## src/rtl/pipeline_pkg.sv

```systemverilog
// ============================================================================
// Module : pipeline_pkg
// Brief  : Shared definitions for the chroma pipeline: RGB565 field positions,
//          calibration state encoding and the default green threshold that
//          the keyer and the calibrator both start from.
// Rev    : 1.0  initial release
// ============================================================================
`default_nettype none

package pipeline_pkg;

  // RGB565 field positions: R[15:11] G[10:5] B[4:0]
  localparam int R_HI = 15;
  localparam int R_LO = 11;
  localparam int G_HI = 10;
  localparam int G_LO = 5;
  localparam int B_HI = 4;
  localparam int B_LO = 0;

  // Green threshold used before any calibration has completed
  localparam logic [5:0] KEY_DEFAULT_THRESHOLD = 6'd16;

  // Calibration sequencer states
  typedef enum logic [1:0] {
    IDLE    = 2'd0,
    ARMED   = 2'd1,
    ACCUM   = 2'd2,
    COMPUTE = 2'd3
  } calib_state_t;

endpackage : pipeline_pkg

`default_nettype wire

```

## src/rtl/chroma_window_accum.sv

```systemverilog
// ============================================================================
// Module : chroma_window_accum
// Brief  : Sample-window hit test plus RGB sums and sample counter. 'clear'
//          zeroes the running totals; 'enable' admits the current pixel if it
//          falls in the window. Both may be high together, in which case the
//          totals restart from this pixel.
//          Optional: PIPELINE_CHROMA_CALIBRATE_MINMAX_EN adds a minimum-green
//          tracker over window samples.
// Rev    : 1.0  initial release
// ============================================================================
`default_nettype none

module chroma_window_accum
  import pipeline_pkg::*;
#(
  parameter int WIN_X0   = 0,
  parameter int WIN_Y0   = 0,
  parameter int WIN_LOG2 = 4
) (
  input  logic                    clk,
  input  logic                    rst,
  input  logic                    clear,
  input  logic                    enable,
  input  logic                    pixel_valid,
  input  logic [10:0]             pixel_x,
  input  logic [9:0]              pixel_y,
  input  logic [15:0]             pixel,
  output logic [5+2*WIN_LOG2-1:0] sum_r,
  output logic [6+2*WIN_LOG2-1:0] sum_g,
  output logic [5+2*WIN_LOG2-1:0] sum_b,
  output logic [2*WIN_LOG2:0]     count
`ifdef PIPELINE_CHROMA_CALIBRATE_MINMAX_EN
  ,
  output logic [5:0]              min_g
`endif
);

  localparam int SIDE = 1 << WIN_LOG2;
  localparam int RBW  = 5 + 2 * WIN_LOG2;
  localparam int GW   = 6 + 2 * WIN_LOG2;
  localparam int CW   = 2 * WIN_LOG2 + 1;

  logic       in_x;
  logic       in_y;
  logic       take;
  logic [4:0] pix_r;
  logic [5:0] pix_g;
  logic [4:0] pix_b;

  assign pix_r = pixel[R_HI:R_LO];
  assign pix_g = pixel[G_HI:G_LO];
  assign pix_b = pixel[B_HI:B_LO];

  assign in_x = (int'(pixel_x) >= WIN_X0) && (int'(pixel_x) < WIN_X0 + SIDE);
  assign in_y = (int'(pixel_y) >= WIN_Y0) && (int'(pixel_y) < WIN_Y0 + SIDE);
  assign take = enable && pixel_valid && in_x && in_y;

  // Running sums and count; clear restarts the base, take adds the pixel
  always_ff @(posedge clk) begin
    if (rst) begin
      sum_r <= '0;
      sum_g <= '0;
      sum_b <= '0;
      count <= '0;
    end else begin
      sum_r <= (clear ? RBW'(0) : sum_r) + (take ? RBW'(pix_r) : RBW'(0));
      sum_g <= (clear ? GW'(0)  : sum_g) + (take ? GW'(pix_g)  : GW'(0));
      sum_b <= (clear ? RBW'(0) : sum_b) + (take ? RBW'(pix_b) : RBW'(0));
      count <= (clear ? CW'(0)  : count) + (take ? CW'(1)      : CW'(0));
    end
  end

`ifdef PIPELINE_CHROMA_CALIBRATE_MINMAX_EN
  logic [5:0] min_base;
  assign min_base = clear ? 6'd63 : min_g;

  // Minimum green over window samples, restarting at full scale on clear
  always_ff @(posedge clk) begin
    if (rst) begin
      min_g <= 6'd63;
    end else if (take && (pix_g < min_base)) begin
      min_g <= pix_g;
    end else begin
      min_g <= min_base;
    end
  end
`endif

endmodule : chroma_window_accum

`default_nettype wire

```

## src/rtl/pipeline_chroma_calibrate.sv

```systemverilog
// ============================================================================
// Module : pipeline_chroma_calibrate
// Brief  : Green-screen auto-calibration. On request, averages RGB565 pixels
//          in a 2^L x 2^L window over one full frame and publishes the mean
//          key colour plus a green threshold (mean green minus margin,
//          clamped at zero). An incomplete window raises calib_err instead.
//          Optional: PIPELINE_CHROMA_CALIBRATE_MINMAX_EN derives the threshold
//          from the minimum window green and exposes it on key_g_min.
// Rev    : 1.0  initial release
// ============================================================================
`default_nettype none

module pipeline_chroma_calibrate
  import pipeline_pkg::*;
#(
  parameter int         WIN_X0            = 0,
  parameter int         WIN_Y0            = 0,
  parameter int         WIN_LOG2          = 4,
  parameter int         MARGIN            = 8,
  parameter logic [5:0] DEFAULT_THRESHOLD = KEY_DEFAULT_THRESHOLD
) (
  input  logic        clk,
  input  logic        rst,
  input  logic        pixel_valid,
  input  logic        frame_start,
  input  logic [10:0] pixel_x,
  input  logic [9:0]  pixel_y,
  input  logic [15:0] fg_pixel_in,
  input  logic        calib_req,
  output logic        busy,
  output logic        done,
  output logic        calib_err,
  output logic        key_valid,
  output logic [4:0]  key_r,
  output logic [5:0]  key_g,
  output logic [4:0]  key_b,
  output logic [5:0]  green_threshold
`ifdef PIPELINE_CHROMA_CALIBRATE_MINMAX_EN
  ,
  output logic [5:0]  key_g_min
`endif
);

  localparam int                  SH         = 2 * WIN_LOG2;
  localparam logic [2*WIN_LOG2:0] FULL_COUNT = {1'b1, {(2*WIN_LOG2){1'b0}}};

  calib_state_t state_q;
  calib_state_t state_d;
  logic         acc_clear;
  logic         acc_en;

  logic [5+SH-1:0] sum_r;
  logic [6+SH-1:0] sum_g;
  logic [5+SH-1:0] sum_b;
  logic [SH:0]     count;

  logic [4:0]        mean_r;
  logic [5:0]        mean_g;
  logic [4:0]        mean_b;
  logic [5:0]        thr_base;
  logic signed [6:0] thr_diff;
  logic [5:0]        thr_next;
  logic              window_full;
  logic              unused_lsbs;

  chroma_window_accum #(
    .WIN_X0   (WIN_X0),
    .WIN_Y0   (WIN_Y0),
    .WIN_LOG2 (WIN_LOG2)
  ) u_accum (
    .clk         (clk),
    .rst         (rst),
    .clear       (acc_clear),
    .enable      (acc_en),
    .pixel_valid (pixel_valid),
    .pixel_x     (pixel_x),
    .pixel_y     (pixel_y),
    .pixel       (fg_pixel_in),
    .sum_r       (sum_r),
    .sum_g       (sum_g),
    .sum_b       (sum_b),
    .count       (count)
`ifdef PIPELINE_CHROMA_CALIBRATE_MINMAX_EN
    ,
    .min_g       (thr_base)
`endif
  );

  // Means are exact power-of-two divides: keep the top field-width bits
  assign mean_r      = sum_r[SH +: 5];
  assign mean_g      = sum_g[SH +: 6];
  assign mean_b      = sum_b[SH +: 5];
  assign unused_lsbs = ^{sum_r[SH-1:0], sum_g[SH-1:0], sum_b[SH-1:0]};

`ifndef PIPELINE_CHROMA_CALIBRATE_MINMAX_EN
  assign thr_base = mean_g;
`endif

  // Signed 7-bit subtract so an underflow shows up as a negative sign bit
  assign thr_diff    = $signed({1'b0, thr_base}) - $signed(7'(MARGIN));
  assign thr_next    = thr_diff[6] ? 6'd0 : thr_diff[5:0];
  assign window_full = (count == FULL_COUNT);

  assign busy = (state_q != IDLE);

  // State register
  always_ff @(posedge clk) begin
    if (rst) begin
      state_q <= IDLE;
    end else begin
      state_q <= state_d;
    end
  end

  // Next state and accumulator controls; the opening frame_start pixel is
  // admitted, the closing frame_start pixel is not
  always_comb begin
    state_d   = state_q;
    acc_clear = 1'b0;
    acc_en    = 1'b0;
    case (state_q)
      IDLE: begin
        if (calib_req) state_d = ARMED;
      end
      ARMED: begin
        acc_clear = 1'b1;
        if (frame_start) begin
          acc_en  = 1'b1;
          state_d = ACCUM;
        end
      end
      ACCUM: begin
        if (frame_start) begin
          state_d = COMPUTE;
        end else begin
          acc_en = 1'b1;
        end
      end
      COMPUTE: begin
        state_d = IDLE;
      end
      default: begin
        state_d = IDLE;
      end
    endcase
  end

  // Result registers and the done / error pulses, updated only in COMPUTE
  always_ff @(posedge clk) begin
    if (rst) begin
      done            <= 1'b0;
      calib_err       <= 1'b0;
      key_valid       <= 1'b0;
      key_r           <= 5'd0;
      key_g           <= 6'd0;
      key_b           <= 5'd0;
      green_threshold <= DEFAULT_THRESHOLD;
`ifdef PIPELINE_CHROMA_CALIBRATE_MINMAX_EN
      key_g_min       <= 6'd0;
`endif
    end else begin
      done      <= 1'b0;
      calib_err <= 1'b0;
      if (state_q == COMPUTE) begin
        if (window_full) begin
          key_r           <= mean_r;
          key_g           <= mean_g;
          key_b           <= mean_b;
          green_threshold <= thr_next;
          key_valid       <= 1'b1;
          done            <= 1'b1;
`ifdef PIPELINE_CHROMA_CALIBRATE_MINMAX_EN
          key_g_min       <= thr_base;
`endif
        end else begin
          calib_err <= 1'b1;
        end
      end
    end
  end

endmodule : pipeline_chroma_calibrate

`default_nettype wire

```

## config.mk

```make
export PLATFORM = sky130hd
export DESIGN_NAME = pipeline_chroma_calibrate
export DESIGN_NICKNAME = d
export VERILOG_FILES = /design/src/rtl/pipeline_pkg.sv /design/src/rtl/chroma_window_accum.sv /design/src/rtl/pipeline_chroma_calibrate.sv
export SDC_FILE = /design/constraint.sdc
export NUM_CORES = 1
export LEC_CHECK = 0
export ABC_AREA = 0
export CAP_MARGIN = 0
export CELL_PAD_IN_SITES_DETAIL_PLACEMENT = 1
export CELL_PAD_IN_SITES_GLOBAL_PLACEMENT = 1
export CORE_ASPECT_RATIO = 2
export CORE_UTILIZATION = 43
export DETAILED_ROUTE_END_ITERATION = 12
export PLACE_DENSITY = 0.95
export RECOVER_POWER = 50
export SLEW_MARGIN = 40
export SYNTH_ARGS = -nofsm -noshare
export SYNTH_HDL_FRONTEND = slang
export SYNTH_SLANG_ARGS = --single-unit
```

## constraint.sdc

```tcl
create_clock -name clk -period 5 [get_ports clk]
set_clock_uncertainty 0.15 [all_clocks]
set_input_delay 1 -clock clk [delete_from_list [all_inputs] [get_ports clk]]
set_output_delay 1 -clock clk [all_outputs]
set_load 0.005 [all_outputs]
```

Yosys cells after proc, flatten, opt, wreduce, memory -nomap -nowiden. Index checks and enable logic that the tools add are counted.

Add/sub/neg operators: 5. Order comparisons: 2. Equality and inequality tests: 7. Muxes and demuxes: 19. Bitwise gates (word level): 1. Reduce and logical (&&, ||, !) cells: 8.

Operators by type and width (number): adder 13 bit (2); 2-to-1 mux 13 bit (2); adder 14 bit (1); 2-to-1 mux 14 bit (1); 2-to-1 mux 6 bit (2); < comparator 11 x 5 -> 1 bit (second input constant) (1); < comparator 10 x 5 -> 1 bit (second input constant) (1); 2-to-1 mux 5 bit (2); adder 9 bit (1); equality test 9 bit (second input constant) (1); 2-to-1 mux 9 bit (1); one-hot mux 2 bit (4 select lines) (1); subtractor 6 x 4 -> 7 bit (second input constant) (1); 2-to-1 mux 1 bit (6); 2-to-1 mux 2 bit (3); inequality test 2 bit (second input constant) (3); equality test 2 bit (second input constant) (2); logical AND 1 bit (3); AND reduction 3 bit (1); equality test 2 x 1 -> 1 bit (second input constant) (1); logical NOT 2 bit (1); one-hot mux 1 bit (2 select lines) (1); AND reduction 2 bit (1); nonzero test 2 bit (1); 2 further kinds (2).

Flip-flop bits (word level): 76. Bits of input ports: 42. Output and inout bits: 26. Word-level logic and storage cells: 54.

Logic depth before layout (Yosys ltp). Gate-level depths: netlist of run 1.

Word-level depth: 7. Mapped depth: 13. Mapped depth without buffers: 11.

Cells and area by module. A second synthesis of run 1 with hierarchy kept.

Cells, all modules: 485. Area, all modules: 4285.4 sq um.

By module, submodules not included: chroma_window_accum (times used 1, cells each 337, area an instance 2890.3 sq um); pipeline_chroma_calibrate (times used 1, cells each 148, area an instance 1395.1 sq um).

Least setup slack after synthesis of run 1. No wires, ideal clock.

Path kind: input-to-reg. Start point: input pixel_x[6]. End point: register u_accum.sum_b[11]. Arrival: 3.291 ns. Required time: 4.780 ns. Slack: 1.488 ns. Stages on the path: 10. Buffers on the path: 1. Path through: nor4b_1 -> nand4_1 -> nor2_1 -> clkbuf_1 -> and2_1 -> ha_1 -> nor2_1 -> or4b_1 -> or4_1 -> a21oi_1.

Longest elaborated chain between the ends: 5.

Ends and longest elaborated chain: start: declaration (RTL line pipeline_chroma_calibrate.sv:26) `input logic [10:0] pixel_x,`; < comparator 11 x 5 -> 1 bit (RTL line chroma_window_accum.sv:54) `assign in_x = (int'(pixel_x) >= WIN_X0) && (int'(pixel_x) < WIN_X0 + SIDE);`; logical AND 1 bit (2 in series) (RTL line chroma_window_accum.sv:56) `assign take = enable && pixel_valid && in_x && in_y;`; 2-to-1 mux 5 bit (RTL line chroma_window_accum.sv:68) `sum_b <= (clear ? RBW'(0) : sum_b) + (take ? RBW'(pix_b) : RBW'(0));`; adder 13 bit (RTL line chroma_window_accum.sv:68); end signal: assignment (RTL line chroma_window_accum.sv:68); end: declaration (RTL line chroma_window_accum.sv:30) `output logic [5+2*WIN_LOG2-1:0] sum_b,`.

No other way between the ends. A chain may end at the register's enable or synchronous reset.

Final worst setup path of run 1.
Start point: input frame_start. End point: register u_accum.sum_g[8].

Longest elaborated chain between the ends: 7. Elaborated cells on any way between the ends: 8.

Ends and longest elaborated chain: start: declaration (RTL line pipeline_chroma_calibrate.sv:25) `input logic frame_start,`; 2-to-1 mux 1 bit, on equally long branches (RTL line pipeline_chroma_calibrate.sv:133, pipeline_chroma_calibrate.sv:127); one-hot mux 1 bit (2 select lines) * (RTL line pipeline_chroma_calibrate.sv:121) `case (state_q)`; logical AND 1 bit * (3 in series) (RTL line chroma_window_accum.sv:56); 2-to-1 mux 6 bit * (RTL line chroma_window_accum.sv:67) `sum_g <= (clear ? GW'(0) : sum_g) + (take ? GW'(pix_g) : GW'(0));`; adder 14 bit * (RTL line chroma_window_accum.sv:67); end signal: assignment (RTL line chroma_window_accum.sv:67); end: declaration (RTL line chroma_window_accum.sv:29) `output logic [6+2*WIN_LOG2-1:0] sum_g,`.

Every way passes the cells marked *; elsewhere a longest branch is shown, timed or not.

==> results of run 1 <==
[worst max-delay path, delay by kind of cell]
kind,cells,cell delay [ps]
muxes,1,330
and+or+nand+nor,2,360
adders and majority gates,2,660
buffers and inverters,2,740
AOI/OAI and AO/OA,4,1140
[per-layer routing]
| metal | share of wire | global-route usage | wire [um] | vias up |
|---|---|---|---|---|
| met1 | 0.35 | 0.225 | 3890 | 1780 |
| li1 | - | - | - | 1673 |
| met2 | 0.58 | 0.496 | 6430 | 80 |
| met4 | 0.043 | 0.144 | 474 | 0 |
| met3 | 0.031 | 0.0523 | 343 | 33 |
| met5 | 0 | 0 | 0 | - |
[registers in the layout, summed over array words and instances (netlist names)]
name             cells
state_q              2
key_valid            1
calib_err            1
green_threshold      6
key_r                5
u_accum.count        9
done                 1
u_accum.sum_b       13
key_g                6
key_b                5
u_accum.sum_r       13
u_accum.sum_g       14
[kinds of logic (layout without fill, tap and decap cells)]
logic type               after synthesis  count (layout)
multiplexers                          25              25
AND/OR/NAND/NOR                      174             174
buffers and inverters                 30              95
AO/OA/AOI/OAI                         94              94
flip-flops                            76              76
adder cells (fa/ha/maj)               26              26
XOR/XNOR                              11              11
[final timing paths]
check / startpoint / to / slack [ps] / cells past startpoint
worst min-delay path: key_valid / key_valid / 320 / 1
worst max register to register: state_q[0] / u_accum.sum_g[8] / 1410 / 12
worst max-delay path: frame_start / u_accum.sum_g[8] / 850 / 11
worst min register to register: key_valid / key_valid / 320 / 1
[per-stage QoR]
step                setup WS (ps)  area [um2]
floorplan                    1490        3910
global placement              659        4600
detailed placement            537        4600
CTS                           848        4910
global route                  590        4880
finish                        848        4880
[power by group through the flow]
| stage | logic [uW] | clock network [uW] | registers (uW) |
|---|---|---|---|
| 2_1_floorplan | 116 | 0 | 633 |
| 3_3_place_gp | 188 | 0 | 634 |
| 3_5_place_dp | 199 | 0 | 635 |
| 4_1_cts | 203 | 716 | 621 |
| 5_1_grt | 219 | 741 | 622 |
| 6_report | 201 | 706 | 621 |
[cell usage after synthesis, drive strengths merged, types with 2 or more instances]
| library cell | n | area share |
|---|---|---|
| or4 | 7 | 0.014 |
| nand4 | 3 | 0.0048 |
| nand3b | 4 | 0.0077 |
| inv | 15 | 0.014 |
| or3 | 10 | 0.016 |
| nor3 | 6 | 0.0077 |
| nand2b | 4 | 0.0064 |
| and2 | 18 | 0.029 |
| clkbuf | 10 | 0.0096 |
| o21bai | 3 | 0.0058 |
| mux2 | 2 | 0.0058 |
| a21o | 7 | 0.013 |
| fa | 3 | 0.015 |
| nand3 | 10 | 0.013 |
| nand2 | 12 | 0.012 |
| nor2 | 50 | 0.048 |
| nor2b | 31 | 0.050 |
| o21a | 8 | 0.015 |
| nor4 | 4 | 0.010 |
| ha | 23 | 0.074 |
| buf | 5 | 0.0086 |
| mux2i | 23 | 0.059 |
| xnor2 | 8 | 0.018 |
| o21ai | 19 | 0.024 |
| or3b | 2 | 0.0045 |
| a41o | 2 | 0.0051 |
| a21oi | 30 | 0.038 |
| dfxtp | 76 | 0.39 |
| and3 | 5 | 0.0080 |
| xor2 | 3 | 0.0067 |
| a31oi | 2 | 0.0032 |
| and4b | 2 | 0.0051 |
| a211oi | 11 | 0.021 |
| o2111ai | 3 | 0.0067 |
| o31ai | 6 | 0.012 |
[final cells by class]
type / instances / area, um2
Clock buffer: 9 / 225
Inverter: 15 / 56.3
Tap cell: 100 / 125
Multi-Input combinational cell: 330 / 2240
Sequential cell: 76 / 1520
Fill cell: 1005 / 3820
Timing Repair Buffer: 65 / 623
Clock inverter: 6 / 88.8
==> impl_metrics.py, run 1 <==
metrics = {
    "run_status": {
        "status": "complete, but fails checks",
        "violations": "capacitance limit, slew limit",
    },
    "route": {
        "final_antenna_net_count": 0,
        "drt-total-wl_um": 11100,
        "avgViaCountPerCell": 5.93,
        "wl_per_cell_um": 18.5,
        "drtIter0Drc": 187,
        "post-route-drc-count": 0,
        "num_vias": 3566,
        "firstDrtPassIters": 4,
    },
    "floorplanning": {
        "initial_core_util": 0.449,
        "ioPinCount": 68,
        "dieArea_um2": 9510,
        "die_h_um": 137,
        "rows": 48,
        "coreArea_um2": 8710,
        "die_w_um": 69.5,
    },
    "grt": {
        "grt_overflow": 0,
        "antenna_found_initial": 0,
        "grt_pass1_wl_um": 18400,
        "grt_max_degree": 52,
        "grt_pass1_vias": 3921,
        "grt_usage": 0.249,
    },
    "sta": {
        "worstMarginPinSlew_ps": 2530,
        "slew_violations": 81,
        "fmax_mhz": 241,
        "period_share": 0.830,
        "slew-limit-headroom": -0.686,
        "rsz0062_at_grt": "no",
        "min_period_ps": 4150,
        "setup_viol": 0,
        "finalHoldViolCount": 0,
        "whs_ps": 317,
        "tns_ps": 0,
    },
    "power": {
        "power.switching_uw": 407,
        "p_per_area_nw_per_um2": 313,
        "power.total_uw": 1530,
        "power.internal_uw": 1120,
        "power.share.sequential": 0.406,
        "p_clk_frac": 0.462,
        "sw_frac_of_total": 0.267,
        "worst_ir_drop_vdd_uv": 280,
        "p_leak_uw": 0.00201,
        "p_comb_frac": 0.132,
    },
    "min_path": {
        "min-delay-path-class": "reg2reg",
    },
    "synth": {
        "synth_compound_area_frac": 0.151,
        "yosys.area_share.simple": 0.249,
        "synth_ff_type": "dfxtp_1",
        "synthAdderAreaFrac": 0.0889,
        "yosys_warnings": 0,
        "avgSynthCellArea_um2": 8.97,
        "yosys.cell_types.count": 50,
        "synth_mux_area_frac": 0.0646,
        "synth-edff-count": 0,
        "synth_top_family_by_area": "simple AND/OR/NAND/NOR gates",
        "synthCells": 436,
        "yosysSeqAreaShare": 0.389,
        "ys_async_sr_fraction": 0,
        "synth_xor_area_frac": 0.0246,
        "synth_nets": 504,
        "ys_ff_latch": 76,
        "synth_area_um2": 3910,
    },
    "cts": {
        "cts_buffer_depth": 2,
        "htree_levels": 3,
        "clk_pin_slew_worst_paths_ps": 60,
        "cts_setup_buffers": 0,
        "cts_sinks": 76,
        "cts_tree": "done",
        "numCtsBuffers": 9,
        "cts_resized": 0,
        "clock-root-buffer": "clkbuf_16",
        "clkLatencyLatePin_ps": 350,
        "postCtsHoldBufs": 0,
    },
    "setup_path": {
        "cp-start-kind": "input pin",
        "crit_slowest_cell": "clkdlybuf4s50_1",
        "cpPeakStageDelay_ps": 530,
        "timing_worst_setup_path_type": "in2reg",
        "cp-end-kind": "register",
        "critical_path_required_ps": 5090,
        "cp_max_fo": 10,
        "cp_data_arrival_time_ps": 4240,
        "path_cells": "clkdlybuf4s50_1, mux2i_1, nor2_1, buf_4, and2_1, ha_1, fa_1, a211oi_1, o21ai_1, a311o_1, a21oi_1",
    },
    "finish": {
        "drive_gt1_frac": 0.0479,
        "final_cell_count_no_fill": 601,
        "final_common_cell": "dfxtp_1",
        "antenna_cells": 0,
        "nets": 565,
        "final_core_util": 0.561,
        "area_growth_pct": 24.8,
        "final_cell_mix": "dfxtp_1, nor2_1, clkdlybuf4s50_1",
    },
    "placement": {
        "dpl.hpwl_um": 7690,
        "dp.cells": 586,
        "io_buffers": 59,
        "gp_congestion": 0.805,
    },
    "run": {
        "drv_cap": 2,
    },
}
Power figures use the tool's default switching activity.
==> run 2: changes to the inputs <==
CORE_UTILIZATION = 40   (was 43)
PLACE_DENSITY = 0.9   (was 0.95)
clock period = 4.4 ns   (was 5 ns; I/O delays follow)
==> run 2 against run 1 <==
  * The flow still finishes with violations (capacitance limit, slew limit)
  * First-iteration DRC count down 44%
  * Clock-buffer cell count unchanged
  * Critical path depth unchanged
  * Die area up 7.3%
  * Non-clock buffer count unchanged
  * Clock power up 2%
  * Register-to-register slack worse by 360 ps
  * Sequential cell count unchanged
  * Sequential share of layout area down 0.17 points
  * Total power up 7.7%
  * Via count down 5.1%
  * Critical path type unchanged
  * Combinational power up 9%
==> impl_metrics.py, run 2 (synthesis gave the netlist of run 1 again) <==
metrics = {
    "cts": {
        "clkLatencyLatePin_ps": 340,
        "cts_sinks": 76,
        "clk_pin_slew_worst_paths_ps": 60,
        "htree_levels": 3,
        "clock-root-buffer": "clkbuf_16",
        "postCtsHoldBufs": 0,
        "cts_resized": 0,
        "cts_setup_buffers": 0,
        "cts_tree": "done",
        "numCtsBuffers": 9,
        "cts_buffer_depth": 2,
    },
    "grt": {
        "grt_usage": 0.221,
        "grt_pass1_wl_um": 17500,
        "grt_overflow": 0,
        "grt_pass1_vias": 3674,
        "grt_max_degree": 52,
        "antenna_found_initial": 0,
    },
    "sta": {
        "slew_violations": 81,
        "setup_viol": 0,
        "min_period_ps": 3800,
        "whs_ps": 325,
        "tns_ps": 0,
        "rsz0062_at_grt": "no",
        "finalHoldViolCount": 0,
        "worstMarginPinSlew_ps": 2400,
        "slew-limit-headroom": -0.601,
        "period_share": 0.863,
        "fmax_mhz": 263,
    },
    "finish": {
        "final_cell_mix": "dfxtp_1, nor2_1, clkdlybuf4s50_1",
        "reg_top3": "u_accum.sum_g (14), u_accum.sum_b (13), u_accum.sum_r (13)",
        "final_common_cell": "dfxtp_1",
        "largest_reg_flops": 14,
        "nets": 565,
        "area_growth_pct": 25.6,
        "drive_gt1_frac": 0.0479,
        "fillers": 1089,
        "largest-register": "u_accum.sum_g",
        "antenna_cells": 0,
    },
    "setup_path": {
        "crit_slowest_cell": "clkdlybuf4s50_1",
        "crit_family": "compound AO/OA/AOI/OAI gates",
        "cp_data_arrival_time_ps": 3890,
        "path_cells": "clkdlybuf4s50_1, mux2i_1, nor2_1, buf_4, and2_1, ha_1, fa_1, a211oi_1, o21ai_1, a311o_1, a21oi_1",
        "cp-end-kind": "register",
        "cpPeakStageDelay_ps": 520,
        "timing_worst_setup_path_type": "in2reg",
        "critical_path_required_ps": 4490,
        "r2r_start": "state_q[0]",
        "cp-start-kind": "input pin",
        "startpoint": "frame_start",
        "cp_max_fo": 17,
        "crit_buf_inv": 2,
        "ff2ff_setup_slack_ps": 1050,
    },
    "floorplanning": {
        "die_h_um": 142,
        "dieArea_um2": 10200,
        "initial_core_util": 0.414,
        "coreArea_um2": 9450,
        "ioPinCount": 68,
        "die_w_um": 71.9,
        "rows": 50,
    },
    "power": {
        "p_per_area_nw_per_um2": 335,
        "p_leak_uw": 0.00201,
        "worst_ir_drop_vdd_uv": 245,
    },
    "min_path": {
        "min-delay-path-class": "reg2reg",
        "hp-start": "green_threshold[2]",
    },
    "route": {
        "firstDrtPassIters": 4,
        "wl_per_cell_um": 16.2,
        "final_antenna_net_count": 0,
        "drtIter0Drc": 104,
        "avgViaCountPerCell": 5.36,
        "post-route-drc-count": 0,
        "drt-total-wl_um": 10200,
        "num_vias": 3385,
    },
    "placement": {
        "gp_congestion": 0.746,
        "dpl.hpwl_um": 7330,
        "io_buffers": 59,
    },
    "run_status": {
        "violations": "capacitance limit, slew limit",
        "status": "complete, but fails checks",
    },
    "run": {
        "drv_cap": 2,
    },
}
==> run 2: changes by cell type in the layout (fill, tap and decap cells not counted), sizes merged <==
cell,change
clkinv,+2
clkbuf,+1
bufinv,-1
clkdlybuf4s50,-1
dlygate4sd3,+1
buf,-1
clkinvlp,-1
==> run 2: worst paths after layout <==
kind	depth (start not counted)	to
setup reg to reg	12	u_accum.sum_g[8]
hold reg to reg	2	green_threshold[2]
hold / removal	2	green_threshold[2]
setup / recovery	11	u_accum.sum_g[8]
==> run 2: layout make-up <==
cell class | instances | area, um2 | share of cell area
Multi-Input combinational cell | 330 | 2260 | 0.460
Clock inverter | 6 | 65.1 | 0.0132
Tap cell | 130 | 163 | 0.0331
Timing Repair Buffer | 65 | 622 | 0.127
Inverter | 15 | 56.3 | 0.0115
Sequential cell | 76 | 1520 | 0.310
Clock buffer | 9 | 225 | 0.0458
==> run 2: metal layers <==
layer	GRT usage	routed length [um]	vias to the layer above
li1	-	-	1663
met1	0.216	3700	1673
met2	0.439	6140	35
met3	0.0298	189	14
met4	0.0991	206	0
met5	0	0	-
==> run 2: stage by stage <==
step	worst slack, ps	cells	instance area, um2	power [uW]	util
after floorplan	1010	436	3910	851	-
after global placement	406	616	4630	932	0.491
after detailed placement	310	616	4630	942	0.491
after CTS	617	631	4920	1660	0.521
after global routing	426	631	4910	1710	0.520
final	602	631	4910	1650	0.520
==> run 2: report_power, final <==
group          internal, uW  switching [uW]
sequential              698            8.28
combinational          82.4             137
clock                   436             285
total                  1220             430
==> run 2: tightest hold or removal path: stages (launching register included) <==
cell and delay (ps):
dfxtp_1 310, nand2b_1 70, a21oi_1 60
==> run 3: changes to the inputs <==
SLEW_MARGIN = 0   (was 40)
==> results of run 3 <==
Final layout, timing and power as in run 2 (identical DEF).
